[src/rtl/df_pkg.sv]
// Shared constants and state type for the D/F capture unit.
package df_pkg;

    localparam int unsigned DEF_WIDTH  = 8;
    localparam int unsigned DEF_DROP_W = 8;

    localparam logic ST_COLLECT = 1'b0;
    localparam logic ST_HOLD    = 1'b1;

    typedef enum logic {
        S_COLLECT = ST_COLLECT,
        S_HOLD    = ST_HOLD
    } df_state_e;

endpackage

[src/rtl/df_shift_acc.sv]
// One result-bit lane: shift register of the partial word plus a running ones count.
// Exposes the word/count including the current bit so the top can capture on the last sample.
module df_shift_acc
    import df_pkg::*;
#(
    parameter int unsigned WIDTH = DEF_WIDTH,
    localparam int unsigned CNT_W = $clog2(WIDTH + 1)
) (
    input  logic             clk,
    input  logic             rst,
    input  logic             clear,
    input  logic             shift_en,
    input  logic             in_bit,
    output logic [WIDTH-1:0] word_next_c,
    output logic [CNT_W-1:0] ones_next_c
);

    // Only WIDTH-1 samples are ever held: the WIDTH-th one is captured and clears the lane.
    logic [WIDTH-2:0] sr;
    logic [CNT_W-1:0] acc;

    assign word_next_c = {sr, in_bit};
    assign ones_next_c = acc + CNT_W'(in_bit);

    always_ff @(posedge clk or posedge rst) begin
        if (rst) begin
            sr  <= '0;
            acc <= '0;
        end else if (clear) begin
            sr  <= '0;
            acc <= '0;
        end else if (shift_en) begin
            sr  <= word_next_c[WIDTH-2:0];
            acc <= ones_next_c;
        end
    end

endmodule

[src/rtl/df_capture_unit.sv]
// Packs the D/F result streams into WIDTH-bit words with ones counts, presents them
// on a valid/ready port and counts samples lost while a word is held.
module df_capture_unit
    import df_pkg::*;
#(
    parameter int unsigned WIDTH  = DEF_WIDTH,
    parameter int unsigned DROP_W = DEF_DROP_W,
    localparam int unsigned CNT_W = $clog2(WIDTH + 1)
) (
    input  logic              clk,
    input  logic              rst,
    input  logic              in_valid,
    input  logic              in_d,
    input  logic              in_f,
    output logic              in_ready,
    output logic              out_valid,
    input  logic              out_ready,
    output logic [WIDTH-1:0]  out_d_word,
    output logic [WIDTH-1:0]  out_f_word,
    output logic [CNT_W-1:0]  out_d_ones,
    output logic [CNT_W-1:0]  out_f_ones,
    output logic [DROP_W-1:0] drop_count
);

    df_state_e        state;
    df_state_e        state_nxt;
    logic [CNT_W-1:0] sample_cnt;
    logic             accept_c;
    logic             last_c;
    logic             drop_c;
    logic             release_c;

    logic [WIDTH-1:0] d_word_c;
    logic [WIDTH-1:0] f_word_c;
    logic [CNT_W-1:0] d_ones_c;
    logic [CNT_W-1:0] f_ones_c;

    assign in_ready = (state == S_COLLECT);

    always_ff @(posedge clk or posedge rst) begin
        if (rst) begin
            state <= S_COLLECT;
        end else begin
            state <= state_nxt;
        end
    end

    // Next state and per-cycle strobes; out_ready only matters while a word is held.
    always_comb begin
        state_nxt = state;
        accept_c  = 1'b0;
        last_c    = 1'b0;
        drop_c    = 1'b0;
        release_c = 1'b0;
        case (state)
            S_COLLECT: begin
                accept_c = in_valid;
                last_c   = in_valid && (sample_cnt == CNT_W'(WIDTH - 1));
                if (last_c) begin
                    state_nxt = S_HOLD;
                end
            end
            S_HOLD: begin
                drop_c    = in_valid;
                release_c = out_ready;
                if (out_ready) begin
                    state_nxt = S_COLLECT;
                end
            end
        endcase
    end

    df_shift_acc #(.WIDTH(WIDTH)) u_d_lane (
        .clk         (clk),
        .rst         (rst),
        .clear       (last_c),
        .shift_en    (accept_c),
        .in_bit      (in_d),
        .word_next_c (d_word_c),
        .ones_next_c (d_ones_c)
    );

    df_shift_acc #(.WIDTH(WIDTH)) u_f_lane (
        .clk         (clk),
        .rst         (rst),
        .clear       (last_c),
        .shift_en    (accept_c),
        .in_bit      (in_f),
        .word_next_c (f_word_c),
        .ones_next_c (f_ones_c)
    );

    always_ff @(posedge clk or posedge rst) begin
        if (rst) begin
            sample_cnt <= '0;
        end else if (last_c) begin
            sample_cnt <= '0;
        end else if (accept_c) begin
            sample_cnt <= sample_cnt + CNT_W'(1);
        end
    end

    // Output registers keep their last word after acceptance.
    always_ff @(posedge clk or posedge rst) begin
        if (rst) begin
            out_valid  <= 1'b0;
            out_d_word <= '0;
            out_f_word <= '0;
            out_d_ones <= '0;
            out_f_ones <= '0;
        end else if (last_c) begin
            out_valid  <= 1'b1;
            out_d_word <= d_word_c;
            out_f_word <= f_word_c;
            out_d_ones <= d_ones_c;
            out_f_ones <= f_ones_c;
        end else if (release_c) begin
            out_valid  <= 1'b0;
        end
    end

    always_ff @(posedge clk or posedge rst) begin
        if (rst) begin
            drop_count <= '0;
        end else if (drop_c && (drop_count != '1)) begin
            drop_count <= drop_count + DROP_W'(1);
        end
    end

endmodule

[config.mk]
export PLATFORM = sky130hd
export DESIGN_NAME = df_capture_unit
export DESIGN_NICKNAME = d
export VERILOG_FILES = /design/src/rtl/df_pkg.sv /design/src/rtl/df_shift_acc.sv /design/src/rtl/df_capture_unit.sv
export SDC_FILE = /design/constraint.sdc
export NUM_CORES = 1
export LEC_CHECK = 0
export ABC_AREA = 1
export BUFFER_PORTS_ARGS = -buffer_cell sky130_fd_sc_hd__buf_2
export CAP_MARGIN = 20
export CORE_ASPECT_RATIO = 2
export CORE_MARGIN = 10
export CORE_UTILIZATION = 50
export CTS_CLUSTER_SIZE = 40
export DETAILED_ROUTE_END_ITERATION = 12
export HOLD_SLACK_MARGIN = 0.08
export MAX_ROUTING_LAYER = met4
export PLACE_DENSITY_LB_ADDON = 0.08
export SLEW_MARGIN = 20
export SYNTH_ARGS = -nofsm -noshare
export SYNTH_HDL_FRONTEND = slang
export SYNTH_SLANG_ARGS = --single-unit
[constraint.sdc]
create_clock -name clk -period 3.8 [get_ports clk]
set_input_delay 0.95 -clock clk [delete_from_list [all_inputs] [get_ports clk]]
set_output_delay 0.95 -clock clk [all_outputs]
set_load 0.02 [all_outputs]
# ---- After elaboration in Yosys (flattened, before gate mapping)
# Index checks and enable logic that the tools add are counted.
dict set report word_totals {
  rom_bits 0
  regBits 60
  inputBits 6
  memories 0
  latch_bits 0
  out_inout_bits 34
  wordCells 42
  ramBits 0
}
dict set report classes {
  shift 0
  n_addsub 4
  n_div 0
  n_mux 19
  bitwise_logic 1
  eq_ne 2
  order_cmp 0
  n_reduce_logical 4
  n_mul 0
}
# operator n
set op_table {}
lappend op_table {{2-to-1 mux 7 bit} 4}
lappend op_table {{2-to-1 mux 4 bit} 6}
lappend op_table {{adder 4 x 1 -> 4 bit} 2}
lappend op_table {{adder 8 x 1 -> 8 bit (second input constant)} 1}
lappend op_table {{2-to-1 mux 1 bit} 8}
lappend op_table {{inequality test 8 bit (second input constant)} 1}
lappend op_table {{adder 4 x 1 -> 4 bit (second input constant)} 1}
lappend op_table {{equality test 4 x 3 -> 1 bit (second input constant)} 1}
lappend op_table {{nonzero test 2 bit} 2}
lappend op_table {{logical AND 1 bit} 2}
lappend op_table {{one-hot mux 1 bit (2 select lines)} 1}
lappend op_table {{inverter 1 bit} 1}

# ---- Logic depth before layout (Yosys ltp)
dict set report depth {
  ltp_word 4
  ltp_mapped 8
  mapped_depth_nobuf 8
}

# ---- Modules after synthesis
# From an unflattened synthesis, not the netlist that was laid out.
dict set report unflattened {
  cells_unflattened 311
  hier_area_um2 2720.1
}
# module cells_each n_inst area_each_um2
set by_module_without_submodules {}
lappend by_module_without_submodules {df_capture_unit 205 1 1699.1}
lappend by_module_without_submodules {{df_shift_acc at u_d_lane} 53 1 511.7}
lappend by_module_without_submodules {{df_shift_acc at u_f_lane} 53 1 509.2}

# ---- Least setup slack after synthesis
# Ideal clock, no wire load.
dict set report synth_path {
  path_type {input-to-reg}
  startpoint {in in_d}
  endpoint {reg u_d_lane.acc[2]}
  setup_ps 132
  t_required_ps 3668
  n_path_buf 0
  stages 4
  arrival_ps 1637
  setup_slack_ps 2031
  cell_sequence {ha_1 ha_1 xnor2_1 o21ai_0}
}
dict set report synth_via {
  elab_chain_cells 3
}
# item line
set synth_lines {}
lappend synth_lines {{start: declaration} df_capture_unit.sv:13} ;# input logic in_d,
lappend synth_lines {{adder 4 x 1 -> 4 bit} df_shift_acc.sv:23} ;# assign ones_next_c = acc + CNT_W'(in_bit);
lappend synth_lines {{2-to-1 mux 4 bit} df_shift_acc.sv:32} ;# end else if (shift_en) begin
lappend synth_lines {{2-to-1 mux 4 bit} df_shift_acc.sv:29} ;# end else if (clear) begin
lappend synth_lines {{end signal: assignment} df_shift_acc.sv:34} ;# acc <= ones_next_c;
lappend synth_lines {{end: declaration} df_shift_acc.sv:20} ;# logic [CNT_W-1:0] acc;
# Every way passes these cells. The select of a mux whose other input is x is not followed.
# A chain may end at the register's enable or synchronous reset.

# ---- Worst setup path in the final report
dict set report layout_path {
  startpoint {in in_valid}
  endpoint {reg out_d_word[2]}
}
dict set report layout_via {
  elab_chain_cells 2
}
# item line
set layout_lines {}
lappend layout_lines {{start: declaration} df_capture_unit.sv:12} ;# input logic in_valid,
lappend layout_lines {{logical AND 1 bit} df_capture_unit.sv:58} ;# last_c = in_valid && (sample_cnt == CNT_W'(WIDTH - 1));
lappend layout_lines {{2-to-1 mux 1 bit} df_capture_unit.sv:55} ;# case (state)
lappend layout_lines {{end signal: assignment} df_capture_unit.sv:113} ;# out_d_word <= d_word_c;
lappend layout_lines {{end: declaration} df_capture_unit.sv:18} ;# output logic [WIDTH-1:0] out_d_word,
# Every way passes these cells.

==> metrics.cfg <==
[grt]
grt_max_degree = 52
grt_pass1_wl_mm = 9.018
grt_overflow = 0
track_usage_pct = 13.25
antenna_found_initial = 0
first_global_vias = 1941

[min_path]
hold_path.class = reg2reg

[clock_network]
clk-insertion-delay-late_ns = 0.33
ctsHoldBuffers = 0
htreeDepth = 3
cts_buffers = 9
clockBufferDepth = 2
cts-root-buf = clkbuf_8
cts.sink_count = 60
clkTransAtPathRegs_ns = 0.06
post-cts-setup-buffers = 0
cts_tree = done
ctsResizeCount = 0

[sta]
fin_crit_ns = 2.164
finalSetupViolations = 0
finalCritPeriodShare_pct = 56.96
finalClockSkew_ns = 0.004970
slew_violations = 0
setup_ws_ns = 1.636
clock.fmax_ghz = 0.4620
rsz0062_at_grt = false
max_slew.worst_pin.slew_ns = 0.8321
hold_viol = 0
fin_tns_setup_ns = 0
maxSlewHeadroom_pct = 44.42

[placed_design]
dp_hpwl_mm = 3.607
place_congestion = 0.7769
port_buffers = 39
dp.cells = 352
dp_slack_ns = 1.234

[worst_setup_path]
critPathMaxFanout = 51
endpoint_kind = flip-flop
r2r_setup_slack_ns = 1.87
critPathLaunchType = primary input
max_stage_delay_ns = 0.64
critPathKind = in2reg
crit_required_ns = 4.00
critPathSlowestCell = nand4_4
worstPathArrival_ns = 2.36
crit_chain = buf_2 > nand2_4 > inv_6 > nand4_4 > nand2_1 > o21ai_2

[routing]
drt-initial-drc-count = 55
wire_per_inst_um = 13.71
drcViolationCount = 0
wl_mm = 5.032
vias = 1832
drt_first_pass_iters = 4
ant_nets = 0
vias_per_cell = 4.992

[finish]
layout_common_cells = nand2_1 (75), dfrtp_1 (60), buf_2 (39)
seq_area_um2 = 1501
area_growth_pct = 14.66
diodes = 0
multi_input_area_um2 = 903.4
layout.nets = 317
stdcell_count = 367
drive_gt1_share_pct = 27.18
fillers = 493
final_common_cell = nand2_1

[logic_synthesis]
synth.yosys.seq_area_share_pct = 57.31
syn_area_per_cell_um2 = 9.962
ys_warn_count = 0
syn_nets = 275
ys_seq_elements = 60
netlist_instances = 263
synth_cell_type_count = 22
synth_area_um2 = 2620

[die]
initial_core_util_pct = 50.99
die_w_um = 71.19
io_pins = 40
dieArea_um2 = 8711
coreArea_um2 = 5139
die_h_um = 122.4
rows = 37

[power]
powerDensity_nw_per_um2 = 771.3
peakVddDrop_v = 0.0004211
leakagePower_nw = 1.568

[flow_run]
drv_cap = 0

[outcome]
outcome = complete, no violations

==> registers in the layout, indices dropped and copies added (netlist names), 4 cells and up <==
name	flops
out_f_ones	4
out_d_word	8
drop_count	8
sample_cnt	4
out_d_ones	4
out_f_word	8
u_f_lane.acc	4
u_f_lane.sr	7
u_d_lane.acc	4
u_d_lane.sr	7
==> synthesized netlist by cell type (all sizes together) <==
master | number | area share, %
nand2 | 77 | 12
dfrtp | 60 | 57
o21ai | 36 | 10
inv | 35 | 5.2
o22ai | 14 | 3.3
buf | 9 | 3.0
nor2 | 9 | 1.6
nand3 | 7 | 1.3
ha | 6 | 2.9
xnor2 | 4 | 1.3
xor2 | 3 | 1.0
nand4 | 2 | 1.1
a21oi | 1 | 0.19
==> worst max-delay path, delay by kind of cell <==
family / cells / cell delay, ns
and+or+nand+nor: 3 / 1.05
buffers and inverters: 2 / 0.27
AOI/OAI and AO/OA: 1 / 0.07
==> path summary, 6_finish.rpt <==
path / start / endpoint / cells past startpoint
max: in_valid / out_d_word[2]$_DFFE_PP0P_ / 6
min: out_d_word[6]$_DFFE_PP0P_ / out_d_word[6]$_DFFE_PP0P_ / 2
max reg2reg: state$_DFF_PP0_ / out_d_word[2]$_DFFE_PP0P_ / 6
min reg2reg: out_d_word[6]$_DFFE_PP0P_ / out_d_word[6]$_DFFE_PP0P_ / 2
max in group asynchronous: rst / out_d_ones[3]$_DFFE_PP0P_ / 3
min in group asynchronous: rst / drop_count[1]$_DFFE_PP0P_ / 2
==> final cells by class <==
cell class	count	share of cell area, %
flip-flops and latches	60	49.98
multi-input cells	159	30.07
repair buffers	40	6.747
clock buffers	14	6.081
inverters	35	4.540
well taps	58	2.416
clock inverters	1	0.1666
==> where the power goes <==
part	switching, W	internal [W]
clock	0.000230	0.000304
sequential	0.000131	0.000868
combinational	0.000512	0.000273
==> routing by layer <==
layer / global-route usage, % / wire (µm) / up-vias
met2: 21.73 / 2660 / 31
li1: - / - / 927
met5: - / 0 / -
met4: 8.029 / 133 / 0
met3: 4.120 / 237 / 9
met1: 13.40 / 2000 / 865
==> metrics by stage <==
| step | instance area (µm²) | hold slack, ns | power (W) | utilization (%) |
|---|---|---|---|---|
| 2_1_floorplan | 2620 | 0.4570 | 0.001592 | - |
| 3_3_place_gp | 2816 | 0.4636 | 0.001797 | 54.81 |
| 3_5_place_dp | 2816 | 0.4623 | 0.001816 | 54.81 |
| 4_1_cts | 3004 | 0.4776 | 0.002362 | 58.46 |
| 5_1_grt | 3004 | 0.4983 | 0.002505 | 58.46 |
| 6_report | 3004 | 0.4731 | 0.002317 | 58.46 |
==> logic make-up (layout without fill, tap and decap cells) <==
| family | Yosys count | in the layout | share of synthesized area, % |
|---|---|---|---|
| AND/OR/NAND/NOR | 95 | 95 | 15.57 |
| buffers and inverters | 44 | 90 | 8.214 |
| flip-flops | 60 | 60 | 57.31 |
| AO/OA/AOI/OAI | 51 | 51 | 13.71 |
| adder cells (fa/ha/maj) | 6 | 6 | 2.865 |
| XOR/XNOR | 7 | 7 | 2.340 |
Power figures use the tool's default switching activity.
